[config.mk]
export PLATFORM = sky130hd
export DESIGN_NAME = ram_sp_param
export DESIGN_NICKNAME = d
export VERILOG_FILES = /design/src/rtl/ram_pkg.sv /design/src/rtl/ram_clear_fsm.sv /design/src/rtl/ram_sp_param.sv
export SDC_FILE = /design/constraint.sdc
export NUM_CORES = 1
export LEC_CHECK = 0
export BUFFER_PORTS_ARGS = -buffer_cell sky130_fd_sc_hd__buf_2
export CORE_MARGIN = 3
export CORE_UTILIZATION = 40
export DETAILED_ROUTE_END_ITERATION = 6
export HOLD_SLACK_MARGIN = 0.06
export MAX_ROUTING_LAYER = met4
export PLACE_DENSITY_LB_ADDON = 0.2
export SLEW_MARGIN = 15
export SYNTH_ARGS = -nofsm -noshare
export SYNTH_HDL_FRONTEND = slang
export SYNTH_SLANG_ARGS = --single-unit
export TNS_END_PERCENT = 100
[constraint.sdc]
create_clock -name clk -period 4.76 [get_ports clk]
set_input_delay 0.952 -clock clk [delete_from_list [all_inputs] [get_ports clk]]
set_output_delay 0.952 -clock clk [all_outputs]
set_load 0.01 [all_outputs]
[src/rtl/ram_pkg.sv]
// ram_pkg: shared constants and clear-sequencer state encoding for ram_sp_param.
package ram_pkg;
    localparam int RDW_READ_FIRST  = 0;
    localparam int RDW_WRITE_FIRST = 1;
    localparam int RDW_NO_CHANGE   = 2;
    typedef enum logic [1:0] {
        ST_IDLE  = 2'd0,
        ST_CLEAR = 2'd1,
        ST_READY = 2'd2
    } clr_state_e;
endpackage

[src/rtl/ram_clear_fsm.sv]
// ram_clear_fsm: post-reset sequencer that walks every address writing zero.
module ram_clear_fsm
    import ram_pkg::*;
#(
    parameter int ADDR_W         = 6,
    parameter int CLEAR_ON_RESET = 1
) (
    input  logic              clk,
    input  logic              rst_n,
    output logic              o_busy,
    output logic              o_clr_we,
    output logic [ADDR_W-1:0] o_clr_addr
);
    localparam int DEPTH = 2 ** ADDR_W;
    clr_state_e r_state;
    logic [ADDR_W:0] r_cnt;
    logic r_busy;
    always_ff @(posedge clk or negedge rst_n) begin
        if (!rst_n) begin
            r_state <= ST_IDLE;
            r_cnt   <= '0;
            r_busy  <= (CLEAR_ON_RESET != 0);
        end else begin
            case (r_state)
                ST_IDLE: begin
                    r_cnt   <= '0;
                    r_state <= (CLEAR_ON_RESET != 0) ? ST_CLEAR : ST_READY;
                    r_busy  <= (CLEAR_ON_RESET != 0);
                end
                ST_CLEAR: begin
                    r_cnt <= r_cnt + 1'b1;
                    // busy drops together with the final zero write
                    if (r_cnt == (ADDR_W+1)'(DEPTH - 1)) begin
                        r_state <= ST_READY;
                        r_busy  <= 1'b0;
                    end
                end
                default: r_busy <= 1'b0;
            endcase
        end
    end
    assign o_busy     = r_busy;
    assign o_clr_we   = (r_state == ST_CLEAR);
    assign o_clr_addr = r_cnt[ADDR_W-1:0];
endmodule

[src/rtl/ram_sp_param.sv]
// ram_sp_param: parametrised single-port RAM with byte enables, RDW mode,
// optional output register and a post-reset clear sequencer.
module ram_sp_param
    import ram_pkg::*;
#(
    parameter int DATA_W         = 8,
    parameter int ADDR_W         = 6,
    parameter int RDW_MODE       = 0,
    parameter int OUT_REG        = 0,
    parameter int CLEAR_ON_RESET = 1
) (
    input  logic                clk,
    input  logic                rst_n,
    input  logic                en,
    input  logic                we,
    input  logic [DATA_W/8-1:0] be,
    input  logic [ADDR_W-1:0]   addr,
    input  logic [DATA_W-1:0]   data,
    output logic [DATA_W-1:0]   q,
    output logic                q_valid,
    output logic                busy
);
    localparam int DEPTH = 2 ** ADDR_W;
    localparam int NB    = DATA_W / 8;
    logic [DATA_W-1:0] r_mem [DEPTH];
    logic [DATA_W-1:0] r_q1;
    logic              r_v1;
    logic              w_busy, w_clr_we, w_acc, w_wr, w_rd_v;
    logic [ADDR_W-1:0] w_clr_addr, w_addr;
    logic [DATA_W-1:0] w_old, w_merged, w_wdata, w_rd_data;

    ram_clear_fsm #(.ADDR_W(ADDR_W), .CLEAR_ON_RESET(CLEAR_ON_RESET)) u_clr (
        .clk        (clk),
        .rst_n      (rst_n),
        .o_busy     (w_busy),
        .o_clr_we   (w_clr_we),
        .o_clr_addr (w_clr_addr)
    );

    assign w_acc = en & ~w_busy;
    assign w_old = r_mem[addr];
    for (genvar i = 0; i < NB; i++) begin : g_lane
        assign w_merged[8*i +: 8] = be[i] ? data[8*i +: 8] : w_old[8*i +: 8];
    end
    // the clear sequencer owns the port while it runs
    assign w_addr  = w_clr_we ? w_clr_addr : addr;
    assign w_wdata = w_clr_we ? '0 : w_merged;
    assign w_wr    = w_clr_we | (w_acc & we);

    always_ff @(posedge clk) begin
        if (w_wr) r_mem[w_addr] <= w_wdata;
    end

    assign w_rd_data = (we && RDW_MODE == RDW_WRITE_FIRST) ? w_merged : w_old;
    assign w_rd_v    = w_acc & ~(we && RDW_MODE == RDW_NO_CHANGE);

    always_ff @(posedge clk or negedge rst_n) begin
        if (!rst_n) begin
            r_q1 <= '0;
            r_v1 <= 1'b0;
        end else begin
            r_v1 <= w_rd_v;
            if (w_rd_v) r_q1 <= w_rd_data;
        end
    end

    if (OUT_REG != 0) begin : g_oreg
        logic [DATA_W-1:0] r_q2;
        logic              r_v2;
        always_ff @(posedge clk or negedge rst_n) begin
            if (!rst_n) begin
                r_q2 <= '0;
                r_v2 <= 1'b0;
            end else begin
                r_q2 <= r_q1;
                r_v2 <= r_v1;
            end
        end
        assign q       = r_q2;
        assign q_valid = r_v2;
    end else begin : g_nreg
        assign q       = r_q1;
        assign q_valid = r_v1;
    end

    assign busy = w_busy;
endmodule

[Word-level counts from Yosys, hierarchy flattened]
Memories as Yosys holds them, arrays and structs flattened.
Index checks and enable logic that the tools add are counted.
Word-level totals
  output and inout bits: 10
  RAM bits: 512
  bits in registers: 19
  word-level logic and storage cells: 27
  input port bits: 19
  memories kept: 1
Memories
  r_mem: words 64, width 8, read ports 1, clocked after memory_dff 0, wr ports 1, RTL line ram_sp_param.sv:25  | logic [DATA_W-1:0] r_mem [DEPTH];
Cells by class
  equal/unequal tests: 3
  $add $sub $neg: 1
  bitwise logic cells: 4
  multiplexer cells: 10
  reductions and logical operators: 3
Operator list (count)
  2-to-1 mux 8 bit: 2
  case mux 7 bit (2 select lines): 1
  adder 7 x 1 -> 7 bit, second input constant: 1
  equality test 7 x 6 -> 1 bit, second input constant: 1
  2-to-1 mux 6 bit: 1
  case mux 2 bit (2 select lines): 1
  2-to-1 mux 1 bit: 3
  AND 1 bit: 2
  equality test 2 x 1 -> 1 bit, second input constant: 1
  zero test 2 bit: 1
  2-to-1 mux 2 bit: 1
  inequality test 2 x 1 -> 1 bit, second input constant: 1
  case mux 1 bit (2 select lines): 1
  AND reduction 2 bit: 1
  nonzero test 2 bit: 1
  NOT 1 bit: 1
  OR 1 bit: 1

[Longest topological paths before layout]
Gate-level depths: netlist (run 1).
  depth after elaboration: 6
  depth in mapped cells: 8
  gate-level depth less buffers: 6

[By module]
From an unflattened synthesis (run 1), not the netlist that was laid out.
Second synthesis, totals
  cell total of the unflattened synthesis: 1134
  area total of the unflattened synthesis: 21140.3 um^2
By module, submodules not included
  ram_sp_param: times used 1, area an instance 20638.5 um^2, cells an instance 1083
  ram_clear_fsm: times used 1, area an instance 501.7 um^2, cells an instance 51

[Worst setup path before layout (run 1)]
Ideal clock, no wire load.
  path kind: in2reg
  start: input addr[0]
  end: memory r_mem[0][6], data pin
  setup slack: -0.722 ns
  setup time: 0.721 ns
  data arrival time: 4.761 ns
  path buffers: 2
  data required time: 4.039 ns
  stages: 7
  cells stage by stage: or4b_1 > buf_2 > buf_6 > o22ai_2 > nor2_1 > and4_1 > o31ai_1
On the way
  word-level cells in the longest chain between the ends: 3
RTL lines
  start, declared: RTL line ram_sp_param.sv:17  | input logic [ADDR_W-1:0] addr,
  memory read (64 x 8 bit)
  2-to-1 mux 8 bit: RTL line ram_sp_param.sv:43  | assign w_merged[8*i +: 8] = be[i] ? data[8*i +: 8] : w_old[8*i +: 8];
  2-to-1 mux 8 bit: RTL line ram_sp_param.sv:47  | assign w_wdata = w_clr_we ? '0 : w_merged;
  via w_wdata[6]: RTL line ram_sp_param.sv:30  | logic [DATA_W-1:0] w_old, w_merged, w_wdata, w_rd_data;
  end, declared: RTL line ram_sp_param.sv:25
The timed path passes the listed nets, and every way through them passes these cells.

[Final worst setup path (run 1)]
  start: input addr[2]
  end: memory r_mem[8][6], data pin
The elaborated chain is that of the path after synthesis.

==> results.py, run 1 <==
metrics = {
    "route": {
        "post-route-drc-count": 0,
        "vias": 11800,
        "first_iter_violations": 933,
        "ant_nets": 0,
        "wl_per_cell_um": 25.2,
        "drt_pass1_iterations": 5,
        "viasPerCell": 5.52,
        "drt_wl_total_um": 53600,
    },
    "timing": {
        "relSlewSlack_pct": 31.2,
        "finalClockSkew_ns": 0.0216,
        "drv_slew": 0,
        "max_slew.worst_pin.slew_ns": 1.03,
        "period_minus_slack_ns": 3.48,
        "period_share_pct": 73.2,
        "fmax_mhz": 287,
        "rsz0062_at_grt": "false",
        "final-hold-violation-count": 0,
        "hold-worst-slack_ns": 0.336,
        "finalSetupViolCount": 0,
    },
    "global_route": {
        "grt_antenna_before_repair": 3,
        "overflow": 0,
        "grt_usage_pct": 19.5,
        "grt_pass1_wl_um": 78400,
        "grt_pass1_vias": 11600,
        "grt_max_degree": 59,
    },
    "critical_path": {
        "worstPathArrival_ns": 3.76,
        "critPathRequiredTime_ns": 5.04,
        "worstSetupEndpointType": "flip-flop",
        "timing.critical_path.buf_inv": 4,
        "path_class": "in2reg",
        "critical_path.max_fanout": 58,
        "start_kind": "primary input",
        "cp_common_cell": "buf_4",
        "slowest_stage": "and4_1",
        "worstPathCellList": "buf_8 -> buf_12 -> buf_4 -> mux2i_1 -> nor2_1 -> nor4_1 -> and4_1 -> o31ai_4 -> buf_4",
        "cp_top_family": "buffers and inverters",
        "critPathMaxStageDelay_ns": 0.53,
    },
    "synth": {
        "synth_nets": 1314,
        "synth_area_leaders": "edfxtp_1 72%, mux2i_1 12%, a22oi_1 2.2%, dfrtp_1 2.1%, nor2_1 1.9%",
        "yosys.area.top_type": "edfxtp_1",
        "ys_ff_latch": 531,
        "netlist_area_mm2": 0.0214,
        "seq_area_frac_synth_pct": 74.2,
        "synthArstFlopShare_pct": 3.58,
        "synth.top_cell.area_share_pct": 72.0,
        "synth.distinct_cells": 46,
        "syn_area_per_cell_um2": 16.5,
        "yosys_warnings": 0,
        "synth_edf_count": 512,
        "synthFlopType": "edfxtp_1",
        "netlist_instances": 1294,
    },
    "floorplanning": {
        "rows": 84,
        "die_y_um": 237,
        "start_util_pct": 40.6,
        "io_pins": 29,
        "coreArea_mm2": 0.0527,
        "die_x_um": 237,
        "die_area_mm2": 0.0562,
    },
    "placement": {
        "io_buffers": 28,
        "dp_cells": 2025,
        "place_hpwl_um": 34000,
        "placedInstanceArea_mm2": 0.0228,
        "place.gp.congestion": 0.840,
    },
    "clock_network": {
        "cts_resized": 0,
        "clock-sinks": 531,
        "clk_latency_ns": 0.61,
        "postCtsSetupBuffers": 0,
        "htreeDepth": 2,
        "ctsLongestPathBuffers": 3,
        "cts_tree": "done",
        "cts_root_buffer": "clkbuf_16",
        "cts.clk_slew.worst_paths_ns": 0.06,
        "cts_made_buffers": 54,
        "postCtsHoldBufs": 0,
    },
    "status": {
        "status": "finished clean",
    },
    "final_layout": {
        "final_cell_mix": "512 x edfxtp_1, 260 x mux2i_1, 109 x nor2_1",
        "nets": 1413,
        "areaGrowthSynthToFinish_pct": 14.9,
        "fin_util_pct": 46.6,
        "drive_above_1_share_pct": 15.7,
        "fin_cells": 2129,
        "mostFrequentLayoutCell": "edfxtp_1",
        "final_area_mm2": 0.0245,
    },
    "power_and_ir_drop": {
        "vdd_drop_max_mv": 0.305,
        "p_per_area_mw_per_mm2": 386,
        "p_leak_uw": 0.00791,
    },
    "job": {
        "maxCapViolCount": 0,
    },
    "min_path": {
        "holdCritPathClass": "in2async",
    },
}
## synth_stat cells, types with 3 or more instances
cell type / count
edfxtp_1: 512
mux2i_1: 260
nor2_1: 110
a22oi_1: 64
nand3_1: 45
o22ai_1: 39
nand2_1: 37
buf_2: 28
clkbuf_1: 23
buf_4: 20
dfrtp_1: 18
o21ai_0: 17
and4_1: 14
o31ai_1: 12
nor3_1: 10
o22ai_2: 9
nor4_1: 8
o31ai_2: 8
nand2b_1: 7
a21oi_1: 4
inv_1: 4
nor2b_1: 4
o21ai_1: 4
or3_1: 4
and2_1: 3
buf_1: 3
nand4bb_1: 3
o21a_1: 3
## sequential cells by signal, summed over array words and instances (netlist names)
signal         count
u_clr.r_cnt        7
q                  8
u_clr.r_state      2
r_mem            512
q_valid            1
u_clr.o_busy       1
## final timing paths
path / depth (start not counted) / to / start / slack (ns)
min in group clk: 2 / q[6] / q[6] / 0.49
hold reg to reg: 2 / q[6] / q[6] / 0.49
hold / removal: 1 / q[4] / rst_n / 0.34
setup reg to reg: 5 / r_mem[33][6] / u_clr.r_state[1] / 1.44
setup / recovery: 9 / r_mem[8][6] / addr[2] / 1.28
max in group asynchronous: 1 / u_clr.o_busy / rst_n / 4.04
## power breakdown
part / switching (uW) / internal, uW
logic: 209 / 119
clock network: 1730 / 2350
registers: 7.78 / 5050
## metrics by stage
step | power (uW) | worst slack, ns | setup TNS, ns
3_5_place_dp | 5490 | 0.682 | 0
2_1_floorplan | 5360 | -0.704 | -180.22
5_1_grt | 9750 | 1.14 | 0
6_report | 9470 | 1.28 | 0
4_1_cts | 9530 | 1.31 | 0
3_3_place_gp | 5490 | 0.695 | 0
## per-layer routing
| layer | share of wire [%] | up-vias | GRT usage (%) |
|---|---|---|---|
| met4 | 2.2 | 0 | 5.00 |
| met1 | 44 | 6082 | 26.6 |
| met2 | 47 | 325 | 29.7 |
| li1 | - | 5286 | - |
| met5 | 0 | - | - |
| met3 | 6.7 | 68 | 4.65 |
## kinds of logic after synthesis
| kind of cell | share of synthesized area (%) |
|---|---|
| flip-flops | 74.2 |
| AO/OA/AOI/OAI | 5.61 |
| AND/OR/NAND/NOR | 5.91 |
| multiplexers | 12.2 |
| adder cells (fa/ha/maj) | 0.0586 |
| buffers and inverters | 2.02 |
## final cells by class
cell class,instances,area [um^2]
fill,4497,28100
sequential,531,15900
multi-input combinational,681,5190
clock buffer,79,1550
timing repair buffer,120,903
tap,688,861
clock inverter,22,151
inverter,5,18.8
antenna,3,7.51
Power figures use the tool's default switching activity.
==> run 2: changes to the inputs <==
- clock period: 4.76 -> 2.9 ns (I/O delays scaled with it)
==> run 2 against run 1 <==
  * Combinational power is 99% higher
  * Sequential share of layout area is 3.0 points lower
  * Setup slack worse by 0.97 ns
  * Global-route usage is 0.54 points higher
  * Cell count is 4.9% higher
  * Sequential power is 64% higher
  * Cell area is 4.8% higher
==> results.py, run 2 (synthesized netlist as in run 1, its figures left out) <==
metrics = {
    "timing": {
        "drv_slew": 0,
        "finalSetupViolCount": 0,
        "fmax_mhz": 386,
        "period_minus_slack_ns": 2.59,
        "period_share_pct": 89.2,
        "relSlewSlack_pct": 60.4,
        "finalClockSkew_ns": 0.0125,
        "max_slew.worst_pin.slew_ns": 0.588,
        "rsz0062_at_grt": "false",
        "final-hold-violation-count": 0,
        "setup_tns_ns": 0,
    },
    "power_and_ir_drop": {
        "p_per_area_mw_per_mm2": 611,
        "p_leak_uw": 0.00857,
        "vdd_drop_max_mv": 0.436,
    },
    "min_path": {
        "hp-start": "en",
        "holdCritPathClass": "in2reg",
    },
    "route": {
        "first_iter_violations": 997,
        "vias": 12100,
        "post-route-drc-count": 0,
        "ant_nets": 0,
        "drt_wl_total_um": 54300,
        "drt_pass1_iterations": 5,
        "viasPerCell": 5.42,
        "wl_per_cell_um": 24.3,
    },
    "final_layout": {
        "areaGrowthSynthToFinish_pct": 20.4,
        "final_area_mm2": 0.0257,
        "drive_above_1_share_pct": 22.7,
        "final_cell_mix": "512 x edfxtp_1, 260 x mux2i_1, 170 x buf_4",
        "seq_area_mm2": 0.0159,
        "largest_register_ffs": 512,
        "mostFrequentLayoutCell": "edfxtp_1",
        "fillers": 4383,
        "top_register": "r_mem",
        "multiInputGateArea_mm2": 0.00521,
        "nets": 1524,
    },
    "global_route": {
        "grt_antenna_before_repair": 1,
        "grt_pass1_wl_um": 80800,
        "grt_pass1_vias": 12000,
        "grt_usage_pct": 20.1,
        "grt_max_degree": 38,
        "overflow": 0,
    },
    "floorplanning": {
        "die_y_um": 237,
        "start_util_pct": 40.6,
        "die_x_um": 237,
        "die_area_mm2": 0.0562,
        "coreArea_mm2": 0.0527,
        "io_pins": 29,
        "rows": 84,
    },
    "critical_path": {
        "worstSetupEndpointType": "flip-flop",
        "cp_top_family": "simple AND/OR/NAND/NOR gates",
        "critPathRequiredTime_ns": 3.19,
        "slowest_stage": "o31ai_1",
        "reg2reg_from": "u_clr.r_state[1]",
        "crit_start": "u_clr.r_state[1]",
        "critical_path.max_fanout": 14,
        "critPathMaxStageDelay_ns": 0.59,
        "timing.critical_path.buf_inv": 1,
        "start_kind": "flip-flop",
        "path_class": "reg2reg",
        "worstPathArrival_ns": 2.88,
        "worstPathCellList": "nand2b_1 -> o31ai_1 -> nand2_1 -> nor2_1 -> buf_4",
    },
    "clock_network": {
        "cts_root_buffer": "clkbuf_16",
        "cts_tree": "done",
        "htreeDepth": 2,
        "postCtsHoldBufs": 1,
        "clk_latency_ns": 0.60,
        "postCtsSetupBuffers": 0,
        "cts_made_buffers": 55,
        "cts.clk_slew.worst_paths_ns": 0.06,
        "cts_resized": 0,
        "ctsLongestPathBuffers": 3,
        "clock-sinks": 531,
    },
    "job": {
        "maxCapViolCount": 0,
    },
    "status": {
        "status": "finished clean",
    },
    "placement": {
        "io_buffers": 28,
        "place_hpwl_um": 36300,
        "place.gp.congestion": 0.862,
        "placedInstanceArea_mm2": 0.0240,
    },
}
==> run 2: cell types whose count changed in the layout (fill, tap and decap cells not counted), sizes merged <==
cell         before  now
buf             120  229
bufinv            2    4
clkbuf           79   63
clkinv           19   27
clkinvlp          0    3
diode             3    1
dlygate4sd3       0    1
inv               6    5
==> run 2: power by group <==
part / switching, uW / total, uW / internal [uW] / leakage (uW)
clock: 2840 / 6740 / 3900 / 0.000844
combinational: 375 / 654 / 279 / 0.00362
sequential: 21.1 / 8310 / 8290 / 0.00411
total: 3240 / 15700 / 12500 / 0.00857
==> run 2: worst min-delay path: cells and delay by family <==
family,cells,cell delay [ns]
simple gates,1,0.08
buf+inv,2,0.16
==> run 2: per-stage QoR <==
stage                     cells  total power (uW)  util [%]  hold WS [ns]  setup WS, ns
after floorplan            1294              8820         -         0.284        -0.192
after global placement     2134              9130      45.6         0.498        -0.100
after detailed placement   2134              9130      45.6         0.505        -0.125
after CTS                  2232             15900      48.8         0.236         0.328
after global routing       2232             16200      48.8         0.260         0.140
final                      2233             15700      48.8         0.262         0.312
==> run 2: path summary, 6_finish.rpt <==
path,to,slack (ns),cells past startpoint
max reg2reg,r_mem[15][4],0.31,5
min in group asynchronous,q_valid,0.50,2
max in group asynchronous,u_clr.o_busy,2.03,2
max,r_mem[15][4],0.31,5
min reg2reg,u_clr.o_busy,0.53,2
min,q_valid,0.26,3
==> run 2: area by class of cell <==
cell class | count | share of cell area (%)
multi-input combinational | 681 | 20.3
tap | 688 | 3.35
sequential | 531 | 61.7
antenna | 1 | 0.00973
clock inverter | 34 | 1.02
clock buffer | 63 | 5.64
inverter | 5 | 0.0730
timing repair buffer | 230 | 8.00
==> run 2: metal layers <==
| layer | vias up | GRT usage, % | wire [um] |
|---|---|---|---|
| met3 | 87 | 3.95 | 3420 |
| li1 | 5518 | - | - |
| met1 | 6168 | 27.6 | 24100 |
| met5 | - | - | 0 |
| met2 | 338 | 30.4 | 25400 |
| met4 | 0 | 6.05 | 1460 |
